[src/rtl/popcount_accum_pkg.sv]
// Shared types and default sizing for the popcount frame accumulator.
// Defaults: 16 words of 64 bits per frame, so the total fits in 11 bits.
package popcount_accum_pkg;
   localparam int WORD_BITS     = 64;
   localparam int MAX_WORDS_DEF = 16;
   localparam int ACC_W_DEF     = 11;
   localparam int CNT_W_DEF     = 5;

   typedef enum logic {
      ACC  = 1'b0,
      HOLD = 1'b1
   } state_e;
endpackage

[src/rtl/popcount_sat_add.sv]
// One-beat update: clamp the count to 64, add it, and saturate the word count.
// Beats past MAX_WORDS leave the sum untouched and raise the overflow flag.
module popcount_sat_add
   import popcount_accum_pkg::*;
#(
   parameter int MAX_WORDS = MAX_WORDS_DEF,
   parameter int ACC_W     = ACC_W_DEF,
   parameter int CNT_W     = CNT_W_DEF
) (
   input  logic [ACC_W-1:0] acc_i,
   input  logic [CNT_W-1:0] wcnt_i,
   input  logic             ovf_i,
   input  logic             err_i,
   input  logic [6:0]       cnt_i,
   output logic [ACC_W-1:0] acc_o,
   output logic [CNT_W-1:0] wcnt_o,
   output logic             ovf_o,
   output logic             err_o
);

   logic       big;
   logic       full;
   logic [6:0] clamp;

   assign big   = cnt_i > 7'(WORD_BITS);
   assign clamp = big ? 7'(WORD_BITS) : cnt_i;
   assign full  = wcnt_i >= CNT_W'(MAX_WORDS);

   always_comb begin
      acc_o  = acc_i;
      wcnt_o = wcnt_i;
      if (!full) begin
         acc_o  = acc_i + ACC_W'(clamp);
         wcnt_o = wcnt_i + CNT_W'(1);
      end
      ovf_o = ovf_i | full;
      err_o = err_i | big;
   end

endmodule

[src/rtl/popcount_accum.sv]
// Frame accumulator: sums per-word popcounts and presents one held result
// per frame; a new frame may start in the same cycle the result is taken.
module popcount_accum
   import popcount_accum_pkg::*;
#(
   parameter int MAX_WORDS = MAX_WORDS_DEF,
   parameter int ACC_W     = ACC_W_DEF,
   parameter int CNT_W     = CNT_W_DEF
) (
   input  logic             clk,
   input  logic             rst,
   input  logic [6:0]       cnt_in,
   input  logic             in_valid,
   input  logic             in_last,
   output logic             in_ready,
   input  logic [ACC_W-1:0] thresh,
   output logic [ACC_W-1:0] sum_out,
   output logic [CNT_W-1:0] words_out,
   output logic             above_thr,
   output logic             ovf,
   output logic             err,
   output logic             out_valid,
   input  logic             out_ready
);

   state_e             state_q, state_d;
   logic [ACC_W-1:0]   acc_q, acc_d;
   logic [CNT_W-1:0]   wcnt_q, wcnt_d;
   logic               fovf_q, fovf_d;
   logic               ferr_q, ferr_d;
   logic [ACC_W-1:0]   sum_q, sum_d;
   logic [CNT_W-1:0]   words_q, words_d;
   logic               above_q, above_d;
   logic               ovf_q, ovf_d;
   logic               err_q, err_d;

   logic               accept;
   logic [ACC_W-1:0]   add_acc;
   logic [CNT_W-1:0]   add_wcnt;
   logic               add_ovf;
   logic               add_err;

   assign in_ready = !rst && ((state_q == ACC) || out_ready);
   assign accept   = in_valid && in_ready;

   popcount_sat_add #(
      .MAX_WORDS (MAX_WORDS),
      .ACC_W     (ACC_W),
      .CNT_W     (CNT_W)
   ) u_add (
      .acc_i  (acc_q),
      .wcnt_i (wcnt_q),
      .ovf_i  (fovf_q),
      .err_i  (ferr_q),
      .cnt_i  (cnt_in),
      .acc_o  (add_acc),
      .wcnt_o (add_wcnt),
      .ovf_o  (add_ovf),
      .err_o  (add_err)
   );

   always_comb begin
      state_d = state_q;
      acc_d   = acc_q;
      wcnt_d  = wcnt_q;
      fovf_d  = fovf_q;
      ferr_d  = ferr_q;
      sum_d   = sum_q;
      words_d = words_q;
      above_d = above_q;
      ovf_d   = ovf_q;
      err_d   = err_q;

      unique case (state_q)
         ACC:  state_d = ACC;
         HOLD: if (out_ready) state_d = ACC;
         default: state_d = ACC;
      endcase

      // In HOLD the frame registers are already clear, so an accepted
      // beat there naturally opens the next frame.
      if (accept) begin
         if (in_last) begin
            sum_d   = add_acc;
            words_d = add_wcnt;
            above_d = add_acc >= thresh;
            ovf_d   = add_ovf;
            err_d   = add_err;
            acc_d   = '0;
            wcnt_d  = '0;
            fovf_d  = 1'b0;
            ferr_d  = 1'b0;
            state_d = HOLD;
         end else begin
            acc_d   = add_acc;
            wcnt_d  = add_wcnt;
            fovf_d  = add_ovf;
            ferr_d  = add_err;
            state_d = ACC;
         end
      end
   end

   always_ff @(posedge clk) begin
      if (rst) begin
         state_q <= ACC;
         acc_q   <= '0;
         wcnt_q  <= '0;
         fovf_q  <= 1'b0;
         ferr_q  <= 1'b0;
         sum_q   <= '0;
         words_q <= '0;
         above_q <= 1'b0;
         ovf_q   <= 1'b0;
         err_q   <= 1'b0;
      end else begin
         state_q <= state_d;
         acc_q   <= acc_d;
         wcnt_q  <= wcnt_d;
         fovf_q  <= fovf_d;
         ferr_q  <= ferr_d;
         sum_q   <= sum_d;
         words_q <= words_d;
         above_q <= above_d;
         ovf_q   <= ovf_d;
         err_q   <= err_d;
      end
   end

   assign out_valid = state_q == HOLD;
   assign sum_out   = sum_q;
   assign words_out = words_q;
   assign above_thr = above_q;
   assign ovf       = ovf_q;
   assign err       = err_q;

endmodule

[config.mk]
export PLATFORM = sky130hd
export DESIGN_NAME = popcount_accum
export DESIGN_NICKNAME = d
export VERILOG_FILES = /design/src/rtl/popcount_accum_pkg.sv /design/src/rtl/popcount_sat_add.sv /design/src/rtl/popcount_accum.sv
export SDC_FILE = /design/constraint.sdc
export NUM_CORES = 1
export LEC_CHECK = 0
export CAP_MARGIN = 10
export CORE_MARGIN = 1
export CORE_UTILIZATION = 50
export DETAILED_ROUTE_END_ITERATION = 8
export PLACE_DENSITY = 0.77
export SLEW_MARGIN = 20
export SYNTH_ARGS = -nofsm -noshare
export SYNTH_HDL_FRONTEND = slang
export SYNTH_SLANG_ARGS = --single-unit
[constraint.sdc]
create_clock -name clk -period 4.05 [get_ports clk]
set_input_delay 1.0125 -clock clk [delete_from_list [all_inputs] [get_ports clk]]
set_output_delay 1.0125 -clock clk [all_outputs]
set_load 0.02 [all_outputs]
==> results_dict.tcl, run 1 <==
set metrics [dict create \
    r2r_setup_slack_ps 1130 \
    place_inst 359 \
    route.met2.wl_um 2512 \
    layout-drive-gt1-share 0.08571 \
    clk_pin_slew_ps 80 \
    period_share 0.9478 \
    dieArea_mm2 0.004970 \
    period_needed_ps 3839 \
    async_flop_share 0 \
    cts_buffers 5 \
    grt_pass1_wl_um 9163 \
    syn_area_mm2 0.002346 \
    crit_arrival_ps 4010 \
    synth-seq-area-share 0.3243 \
    power_leakage_nw 1.180 \
    ir_drop_v 0.0001838 \
    clockBufferDepth 2 \
    end_kind "register" \
    post_cts_buffers 0 \
    syn_inst 271 \
    endpoint "above_thr" \
    layout.cells.non_filler 367 \
    fin_ws_ps 211.3 \
    io_pins 44 \
    critPathKind "in2reg" \
    dieWidth_um 70.50 \
    rr_endpoint "above_thr" \
    holdWs_ps 462.9 \
    report.final.slew_viol_count 0 \
    fin_nets 358 \
    gr-total-overflow 0 \
    skew_ps 10.26 \
    yosys.area.top_type "dfxtp_1" \
    path_max_fanout 3 \
    vias_per_cell 5.738 \
    final_common_cell "clkdlybuf4s50_1" \
    status "finished, violations left" \
    cts_tree "done" \
    start_kind "input port" \
    worst_slew_pin_slew_ps 900.1 \
    wl_met3_um 264 \
    cts-root-buf "clkbuf_8" \
    antenna_cells 0 \
    maxCapViolations 0 \
    r2r-start "acc_q[0]" \
    max_freq_ghz 0.2605 \
    cts.sinks 38 \
    grt_setup_unrepaired "false" \
    remaining_drc_errors 6 \
    hpwl_um 3822 \
    p_per_area_mw_per_mm2 325.3 \
    rr_worst_depth 12 \
    final_cell_mix "clkdlybuf4s50_1, dfxtp_1, nand2_1, a21oi_1, ha_1" \
    post-route-util 0.6574 \
    drt-initial-drc-count 101 \
    wirelength_um 5268 \
    setup_viol_count_final 0 \
    firstDrtPassIters 6 \
    syn_to_final_growth_pct 24.53 \
    die_h_um 70.50 \
    grt_pass1_vias 2041 \
    start_util 0.5279 \
    cts_hold_buf 0 \
    antenna_found_initial 0 \
    grt_usage 0.2302 \
    grt_max_degree 29 \
    core_area_mm2 0.004444 \
    syn_area_per_cell_um2 8.657 \
    h-tree-depth 2 \
    violations "design-rule violations" \
    synth_warnings 0 \
    wire_per_inst_um 14.35 \
    synth_area_leaders "dfxtp_1, ha_1, a21oi_1, nand2_1, nor2b_1" \
    crit_start "cnt_in[0]" \
    synth_cell_type_count 41 \
    hold_class "reg2reg" \
    worstPathRequired_ps 4230 \
    synth_ff_type "dfxtp_1" \
    cts.repair.resized 0 \
    globalplace.congestion 0.8395 \
    synth_top_area_frac 0.3243 \
    row_count 24 \
    vias 2106 \
    synth_nets 315 \
    met1_length_um 2415 \
    hold_violations 0 \
    drtAntennaViolNets 0 \
    place_ws_ps -13.13 \
    synth_edf_count 0 \
    relSlewSlack 0.3991 \
    portBuffers 43 \
    clk_latency_ps 300 \
    synth_seq_cells 38 \
    top_layer_used "met4" \
]
## cell families after synthesis
| family | after synthesis | synth area share |
|---|---|---|
| compound gates | 67 | 0.1883 |
| xor+xnor | 10 | 0.03734 |
| fa+ha+maj | 21 | 0.1152 |
| buf+inv | 30 | 0.07254 |
| flops | 38 | 0.3243 |
| mux | 12 | 0.05440 |
| simple gates | 93 | 0.2080 |
## Yosys cell counts, types with 2 or more instances
library cell	number
clkbuf_1	8
and2_1	2
nand3_1	6
nand2_1	22
a22oi_1	5
o21ai_0	12
nor3_1	9
xnor2_1	9
mux2_2	6
a31oi_1	6
a31o_2	2
o2111ai_1	2
nor2_1	18
and3_1	2
nor4b_1	2
a21oi_1	20
or4_1	5
clkbuf_8	3
a32o_1	2
ha_1	20
nand3b_1	5
nor2b_1	13
dfxtp_1	38
nor3b_1	6
inv_1	16
o211ai_2	2
mux2i_1	6
a211oi_1	7
nand2b_1	2
o211ai_1	4
## how the worst min path moves through the flow
stage / from / endpoint / slack (ps) / depth (start not counted)
after floorplan: ferr_q / err / 460 / 2
after global placement: words_out[0] / words_out[0] / 440 / 2
after detailed placement: sum_out[2] / sum_out[2] / 450 / 2
after CTS: words_out[0] / words_out[0] / 460 / 2
after global routing: words_out[0] / words_out[0] / 490 / 2
final: words_out[0] / words_out[0] / 460 / 2
## power by group
| group | switching [mW] | internal [mW] | total [mW] | leakage (nW) |
|---|---|---|---|---|
| Combinational | 0.0850 | 0.0786 | 0.164 | 0.803 |
| Clock | 0.147 | 0.247 | 0.394 | 0.0683 |
| Sequential | 0.00732 | 0.386 | 0.393 | 0.309 |
## through the flow
step / area [um2] / setup TNS, ps / total power, mW
2_1_floorplan: 2346 / 0 / 0.5009
4_1_cts: 2922 / 0 / 0.9583
3_3_place_gp: 2784 / 0 / 0.5617
3_5_place_dp: 2784 / -13.13 / 0.5644
6_report: 2922 / 0 / 0.9505
5_1_grt: 2922 / 0 / 0.9915
## cell type report
class                      instances  area (um2)
clock buffer                       5       68.82
fill                             395        1523
tap                               52       65.06
clock inverter                     3       68.82
timing repair buffer              50       483.0
inverter                          16       60.06
sequential                        38       760.7
multi-input combinational        203        1415
## critical path, stage by stage
cell             delay (ps)
clkdlybuf4s50_1         420
nor2b_1                 140
ha_1                    210
fa_1                    450
a211oi_1                360
buf_4                   170
o211ai_2                 80
o2111ai_1               190
xnor2_1                 190
ha_1                    280
a21oi_1                 200
o21ai_0                 120
o211ai_1                100
a31oi_1                  90
## state kept, by name (all words and copies together), names as in the netlist
register   flops
acc_q         11
sum_out       11
wcnt_q         5
words_out      5
above_thr      1
err            1
ferr_q         1
fovf_q         1
out_valid      1
ovf            1
## layer usage
| layer | up-vias | track usage |
|---|---|---|
| met5 | - | 0 |
| met4 | 0 | 0.07029 |
| met3 | 10 | 0.05628 |
| met2 | 55 | 0.4035 |
| met1 | 980 | 0.2780 |
| li1 | 1061 | - |
Power figures use the tool's default switching activity.
==> run 2: changes to the inputs <==
--- a/config.mk
+++ b/config.mk
@@ -9,6 +9,7 @@
 export CORE_MARGIN = 1
 export CORE_UTILIZATION = 50
 export DETAILED_ROUTE_END_ITERATION = 8
+export HOLD_SLACK_MARGIN = 0.1
 export PLACE_DENSITY = 0.77
 export SLEW_MARGIN = 20
 export SYNTH_ARGS = -nofsm -noshare
==> results of run 2 <==
Same layout as run 1: the final DEF is identical, and so are final timing and power.
